[src/rtl/instr_fetch_mem.sv]
// Instruction memory for the matrix-multiply core: a streaming load port fills the
// byte array, and a fetch port returns FETCH_BYTES consecutive bytes one cycle later.
module instr_fetch_mem #(
    parameter int DATA_WIDTH  = 8,
    parameter int ADDR_WIDTH  = 8,
    parameter int WR_BYTES    = 2,
    parameter int FETCH_BYTES = 2
) (
    input  logic                              clk_i,
    input  logic                              rst_i,
    input  logic                              ld_start_i,
    input  logic [ADDR_WIDTH-1:0]             ld_base_i,
    input  logic                              ld_valid_i,
    output logic                              ld_ready_o,
    input  logic [WR_BYTES*DATA_WIDTH-1:0]    ld_data_i,
    input  logic                              ld_last_i,
    output logic                              ld_done_o,
    output logic                              ld_wrap_o,
    output logic [ADDR_WIDTH:0]               ld_beats_o,
    input  logic                              f_req_i,
    input  logic [ADDR_WIDTH-1:0]             f_addr_i,
    output logic                              f_gnt_o,
    output logic                              f_valid_o,
    output logic [FETCH_BYTES*DATA_WIDTH-1:0] f_data_o
);

    localparam int DEPTH = 2 ** ADDR_WIDTH;
    localparam logic [ADDR_WIDTH:0] BEATS_MAX = (ADDR_WIDTH + 1)'(DEPTH);

    typedef enum logic {
        IDLE,
        LOAD
    } state_e;

    state_e                           state_q;
    logic [ADDR_WIDTH-1:0]            ptr_q;
    logic [ADDR_WIDTH:0]              beats_q;
    logic                             wrap_q;
    logic                             ready_q;
    logic                             done_q;
    logic                             fValid_q;
    logic [FETCH_BYTES*DATA_WIDTH-1:0] fData_q;
    logic [DATA_WIDTH-1:0]            mem [DEPTH];

    logic beatAccept;
    logic fetchGrant;
    logic ptrCrossesTop;

    assign f_gnt_o       = (state_q == IDLE) && !ld_start_i;
    assign fetchGrant    = f_gnt_o && f_req_i;
    assign beatAccept    = (state_q == LOAD) && ld_valid_i && ready_q;
    assign ptrCrossesTop = (int'(ptr_q) + WR_BYTES) >= DEPTH;

    always_ff @(posedge clk_i) begin
        if (rst_i) begin
            state_q  <= IDLE;
            ptr_q    <= '0;
            beats_q  <= '0;
            wrap_q   <= 1'b0;
            ready_q  <= 1'b0;
            done_q   <= 1'b0;
            fValid_q <= 1'b0;
            fData_q  <= '0;
        end else begin
            done_q   <= 1'b0;
            fValid_q <= fetchGrant;
            if (fetchGrant) begin
                for (int i = 0; i < FETCH_BYTES; i++) begin
                    fData_q[i*DATA_WIDTH +: DATA_WIDTH] <= mem[f_addr_i + ADDR_WIDTH'(i)];
                end
            end
            case (state_q)
                IDLE: begin
                    if (ld_start_i) begin
                        state_q <= LOAD;
                        ready_q <= 1'b1;
                        ptr_q   <= ld_base_i;
                        beats_q <= '0;
                        wrap_q  <= 1'b0;
                    end
                end
                LOAD: begin
                    if (beatAccept) begin
                        ptr_q <= ptr_q + ADDR_WIDTH'(WR_BYTES);
                        if (beats_q != BEATS_MAX) begin
                            beats_q <= beats_q + (ADDR_WIDTH + 1)'(1);
                        end
                        if (ptrCrossesTop) begin
                            wrap_q <= 1'b1;
                        end
                        if (ld_last_i) begin
                            state_q <= IDLE;
                            ready_q <= 1'b0;
                            done_q  <= 1'b1;
                        end
                    end
                end
                default: state_q <= IDLE;
            endcase
        end
    end

    // Storage is never cleared; a beat coinciding with reset is dropped with its session.
    always_ff @(posedge clk_i) begin
        if (!rst_i && beatAccept) begin
            for (int i = 0; i < WR_BYTES; i++) begin
                mem[ptr_q + ADDR_WIDTH'(i)] <= ld_data_i[i*DATA_WIDTH +: DATA_WIDTH];
            end
        end
    end

    assign ld_ready_o = ready_q;
    assign ld_done_o  = done_q;
    assign ld_wrap_o  = wrap_q;
    assign ld_beats_o = beats_q;
    assign f_valid_o  = fValid_q;
    assign f_data_o   = fData_q;

endmodule

[config.mk]
export PLATFORM = sky130hd
export DESIGN_NAME = instr_fetch_mem
export DESIGN_NICKNAME = d
export VERILOG_FILES = /design/src/rtl/instr_fetch_mem.sv
export SDC_FILE = /design/constraint.sdc
export NUM_CORES = 2
export LEC_CHECK = 0
export CAP_MARGIN = 40
export CORE_MARGIN = 5
export CORE_UTILIZATION = 45
export CTS_BUF_LIST = sky130_fd_sc_hd__clkbuf_8
export CTS_CLUSTER_DIAMETER = 200
export DETAILED_ROUTE_END_ITERATION = 8
export SYNTH_ARGS = -nofsm -noshare
export SYNTH_HDL_FRONTEND = slang
export SYNTH_SLANG_ARGS = --single-unit
[constraint.sdc]
create_clock -name clk_i -period 3 [get_ports clk_i]
set_input_delay 0.6 -clock clk_i [delete_from_list [all_inputs] [get_ports clk_i]]
set_output_delay 0.6 -clock clk_i [all_outputs]
set_load 0.03 [all_outputs]
* Word-level counts from Yosys, hierarchy flattened
Memories as Yosys holds them, arrays and structs flattened. A register that Yosys moved wholly into a read port is not among the register bits.
Cells that the tools add are included.
** Cells by class
- Equal/unequal tests :: 6
- Bitwise logic cells :: 2
- $add $sub $neg :: 5
- Muxes and demuxes :: 22
- Reduce and logical (&&, ||, !) cells :: 12
- Magnitude comparators :: 1
** Operators with widths (count)
- two-way mux 9 bit :: 3
- case mux 9 bit (2 select lines) :: 1
- adder 8 x 1 -> 8 bit (second input constant) :: 2
- two-way mux 8 bit :: 2
- case mux 8 bit (2 select lines) :: 1
- two-way mux 1 bit :: 12
- adder 8 x 2 -> 9 bit (second input constant) :: 1
- adder 9 x 1 -> 9 bit (second input constant) :: 1
- >= comparator 9 bit (second input constant) :: 1
- inequality test 9 bit (second input constant) :: 1
- AND reduction 3 bit :: 3
- adder 8 x 2 -> 8 bit (second input constant) :: 1
- inequality test 2 x 1 -> 1 bit (second input constant) :: 3
- case mux 1 bit (2 select lines) :: 3
- logical AND 1 bit :: 5
- inequality test 2 bit (second input constant) :: 2
- OR reduction 3 bit :: 1
- logical NOT 1 bit :: 2
- NOT 1 bit :: 2
- AND reduction 2 bit :: 1
** Storage, ports and cells
- Memories :: 1
- Input port bits :: 38
- Flip-flop bits (word level) :: 22
- Memory bits (writable) :: 2048
** Memories
- mem :: words 256, width 8, rd ports 2, clocked after memory_dff 2, write ports 2, RTL line 43 : logic [DATA_WIDTH-1:0] mem [DEPTH];

* Longest topological paths before layout
- Depth after elaboration :: 5
- Gate-level depth with buffers :: 13
- Gate-level depth less buffers :: 8

* Worst setup path before layout
Ideal clock, no wire load.
- Path kind :: input-to-reg
- Start point :: in f_addr_i[0]
- End point :: reg fData_q[12], in the netlist f_data_o[12], read port of mem
- Stages on the path :: 9
- Slack :: -189 ps
- Library setup time :: 117 ps
- Data arrival time :: 3072 ps
- Path buffers :: 3
- Path through :: ha_1 -> buf_2 -> clkbuf_1 -> clkbuf_1 -> mux4_2 -> mux4_2 -> a22oi_1 -> nand3_1 -> a32o_1
** On the way
- Longest elaborated chain between the ends :: 1
** RTL lines
- start: declaration :: RTL line 21 : input logic [ADDR_WIDTH-1:0] f_addr_i,
- adder 8 x 1 -> 8 bit :: RTL line 69 : fData_q[i*DATA_WIDTH +: DATA_WIDTH] <= mem[f_addr_i + ADDR_WIDTH'(i)];
- end: declaration :: RTL line 42 : logic [FETCH_BYTES*DATA_WIDTH-1:0] fData_q;
No other way between the ends.
A chain may end at the register's enable or synchronous reset.

==> results by group <==
Place
  – Post-Place Worst Slack: -1160 ps
  – HPWL after DPL: about 340 mm
  – Area after DPL: 142,000 µm²
  – Placer Congestion: 0.978
  – Input/output buffers: 67

Global routing
  – Number of global-route vias before repair: approximately 85,000
  – Busiest layer in global routing: met2
  – Met3 usage: under 10%
  – Met1 Use GR: between 40 and 50%
  – Overall Global Routing Usage: around a third
  – GR Layer Usage met2: approximately half
  – Largest net degree at the start of global routing: 87
  – First-pass GRT wire length: between 600 and 700 mm
  – Overflow after GRT: 0
  – Antenna violations before repair: 28

Critical path
  – Startpoint Class: register
  – Worst R2R End: mem[200][4]
  – CP most frequent cell: buf_4
  – Crit path arrival time: approximately 3800 ps
  – Worst Setup End Kind: register
  – Reg2Reg Depth: 11
  – Crit-path max cell delay: approximately 380 ps
  – CP Cell Sequence: ha_1 > nand4_1 > buf_4 > nand2b_1 > mux2i_1 > a22o_1 > and2_1 > buf_12 > nand2_1 > buf_4 > mux2_2
  – Worst path bufs/invs: 3
  – Number of cells on the critical path: 11
  – Last element of the critical path: mem[200][4]
  – CP max-delay cell: dfxtp_1
  – Crit. Startpoint: ptr_q[2]
  – CP delay by family, top: simple AND/OR/NAND/NOR gates
  – Reg-to-reg slack, setup: ~16 ps
  – Worst r2r src: ptr_q[2]
  – Class of the most critical setup path: register to register
  – Crit-path max FO: 16
  – Worst EP required: about 3800 ps

CTS
  – CTS buffer count: around 370
  – CTS tree: built
  – Reg clk slew, reported paths: around 60 ps
  – Root Buffer: clkbuf_8
  – Sink Count: about 2,100
  – Clock tree buffer depth: 4
  – Clk Latency, worst-skew pair: around 1100 ps
  – H-tree Lvls: 5

STA
  – Setup TNS: 0 ps
  – Final setup viols: 0
  – Final Cycle Share: approximately 100%
  – Final Max Slew Viols: 0
  – Slew HR: roughly 32%
  – Fin crit period: approximately 3000 ps
  – Layout Skew: 85.5 ps
  – RSZ-0062 raised after global routing: no
  – Setup WS post-layout: approximately 16 ps
  – Final hold violation count: 0
  – Worst-margin pin slew: between 1000 and 1500 ps
  – Fmax: ~340 MHz

Detailed routing
  – Via-per-instance ratio: just under 7
  – Drt initial violations: around 12,000
  – Vias: 86,025
  – Post-route DRC violation count: 0
  – Antenna Nets Post-Route: 0
  – DRT Pass-1 Iters: 8
  – Drt wl/cell: about 38 µm
  – Drt total wl: around 490 mm

Synthesis
  – Post-synthesis compound-gate area fraction: 2.35%
  – Library cells used by synthesis: 80
  – Xor/xnor share of the synthesized area: 0.154%
  – Synth async-reset ratio: 0%
  – Avg Cell Area, Syn: roughly 16 µm²
  – Synth Area in Adders: 0.0401%
  – Seq/Total Area, Yosys: about 50%
  – Synthesis-stage register bit count: between 2,000 and 2,500
  – Proportion of synthesized area in mux cells: between 40 and 50%
  – Post-Syn Area: 125,000 µm²
  – Mapped Cells: 7,652
  – Synthesized net count: 7,694
  – Ys flop type: edfxtp_1
  – Synth warn: 0
  – Post-synth EDFFs: ~2,000
  – Simple-gate share of the synthesized area: a little over 3%
  – Main combinational cell family by area after synthesis: multiplexers

Floorplan
  – IO Pins: between 60 and 70
  – Cell Rows: about 190
  – Die area: roughly 290,000 µm²
  – Starting Density: 45.2%
  – Core Footprint: 276,000 µm²
  – Die width: around 540 µm
  – Die Y-Extent: about 540 µm

Layout
  – Final Instance Area: roughly 150,000 µm²
  – Nets: 8,696
  – Layout cells sized above 1: between 60 and 70%
  – Area growth syn-to-layout: 19.0%

Power
  – VDD IR max: 0.000345 V
  – Power Density: 461 nW/µm²
  – Lkg Pwr: between 0.04 and 0.05 µW

Flow run
  – Max cap viols: 0

Min path
  – Worst min path class: primary input to register

Status
  – Outcome: complete, no violations
## worst min path at each step
stage | slack, ps | to | cells past startpoint | startpoint
after floorplan | 570 | ld_wrap_o | 2 | ld_wrap_o
after global placement | 490 | ld_beats_o[7] | 2 | ld_beats_o[7]
after detailed placement | 490 | ld_beats_o[7] | 2 | ld_beats_o[7]
after CTS | 10 | mem[200][2] | 2 | ld_data_i[2]
after global routing | 90 | mem[202][2] | 2 | ld_data_i[2]
final | 120 | mem[200][2] | 2 | ld_data_i[2]
## flip-flops by register name, indices dropped and copies added, names as in the netlist
name and flops:
f_data_o 16, ld_done_o 1, ld_ready_o 1, ld_beats_o 9
state_q 1, f_valid_o 1, ptr_q 8, mem 2048
ld_wrap_o 1
## per-layer routing
metal  vias up  part of all wire, %
met3      1157                   11
met5         -                0.031
met1     45542                   37
li1      33691                    -
met2      5611                   45
met4        24                  6.4
## cell usage in the layout (no fill, tap or decap), types with 29 or more instances in the layout
master	n
edfxtp_1	2048
nand4_1	30
inv_1	108
mux2i_1	69
mux4_2	1221
nor2_2	93
clkdlybuf4s50_1	33
dfxtp_1	37
nor2_1	124
nand3_1	73
clkbuf_8	384
a21oi_1	29
mux2_2	2054
nand2_1	343
clkinv_2	51
clkinv_1	100
o21ai_0	110
buf_4	1140
buf_12	331
o22ai_1	171
## report_power, final
group | switching (µW) | internal [µW] | total [µW]
clock | 13000 | 12900 | 25900
combinational | 5980 | 4550 | 10500
sequential | 72.3 | 32000 | 32100
total | 19100 | 49500 | 68500
## cells by family after synthesis
logic type                 after synthesis
buffers and inverters                  927
xor gates and xnor gates                19
and+or+nand+nor                        813
AOI/OAI and AO/OA                      451
adders and majority gates                4
muxes                                 3352
DFF                                   2086
## worst register-to-register path, cell delays in order (launching register included)
cell      delay (ps)
dfxtp_1          380
ha_1             230
nand4_1          170
buf_4            210
nand2b_1         120
mux2i_1           90
a22o_1           320
and2_1           230
buf_12           180
nand2_1          220
buf_4            250
mux2_2           360
## repair_timing
action,4_1_cts,5_1_grt
buffers inserted,0,0
hold buffers,1,0
pin swaps,2,1
hold endpoints to repair,20,0
endpoints found under the setup margin,14,308
gates resized for setup,18,9
cloned,0,0
## stage by stage
| step | hold WS, ps | total power (µW) | cells | util (%) |
|---|---|---|---|---|
| floorplan | 574 | 38300 | 7652 | - |
| global placement | 485 | 42800 | 11979 | 51.3 |
| detailed placement | 495 | 42900 | 11983 | 51.3 |
| CTS | 14.6 | 68600 | 12648 | 53.8 |
| global route | 92.2 | 70400 | 12650 | 53.8 |
| finish | 115 | 68500 | 12666 | 53.8 |
## final cells by class
| class | count | area, µm² |
|---|---|---|
| clock buffers | 384 | 5290 |
| clock inverters | 280 | 1590 |
| multi-input cells | 4639 | 58800 |
| repair buffers | 1541 | 16000 |
| inverters | 13 | 48.8 |
| fillers | 22419 | 128000 |
| well taps | 3705 | 4640 |
| flip-flops and latches | 2086 | 62300 |
| diodes | 18 | 45.0 |
## cell usage after synthesis (24+ instances only)
cell | instances | area [µm²]
buf_4 | 46 | 345
buf_2 | 193 | 966
nand4_1 | 30 | 188
o22ai_1 | 171 | 1070
edfxtp_1 | 2048 | 61500
nand3_1 | 85 | 425
nor2_2 | 95 | 594
mux4_2 | 1221 | 27500
buf_1 | 36 | 135
mux2i_1 | 70 | 701
mux2_2 | 2054 | 23100
o21ai_0 | 111 | 556
clkbuf_1 | 614 | 2300
nor3_1 | 27 | 135
nor2_1 | 126 | 473
a21oi_1 | 29 | 145
dfxtp_1 | 38 | 761
and3_1 | 24 | 150
nand2_1 | 352 | 1320
Power figures use the tool's default switching activity.
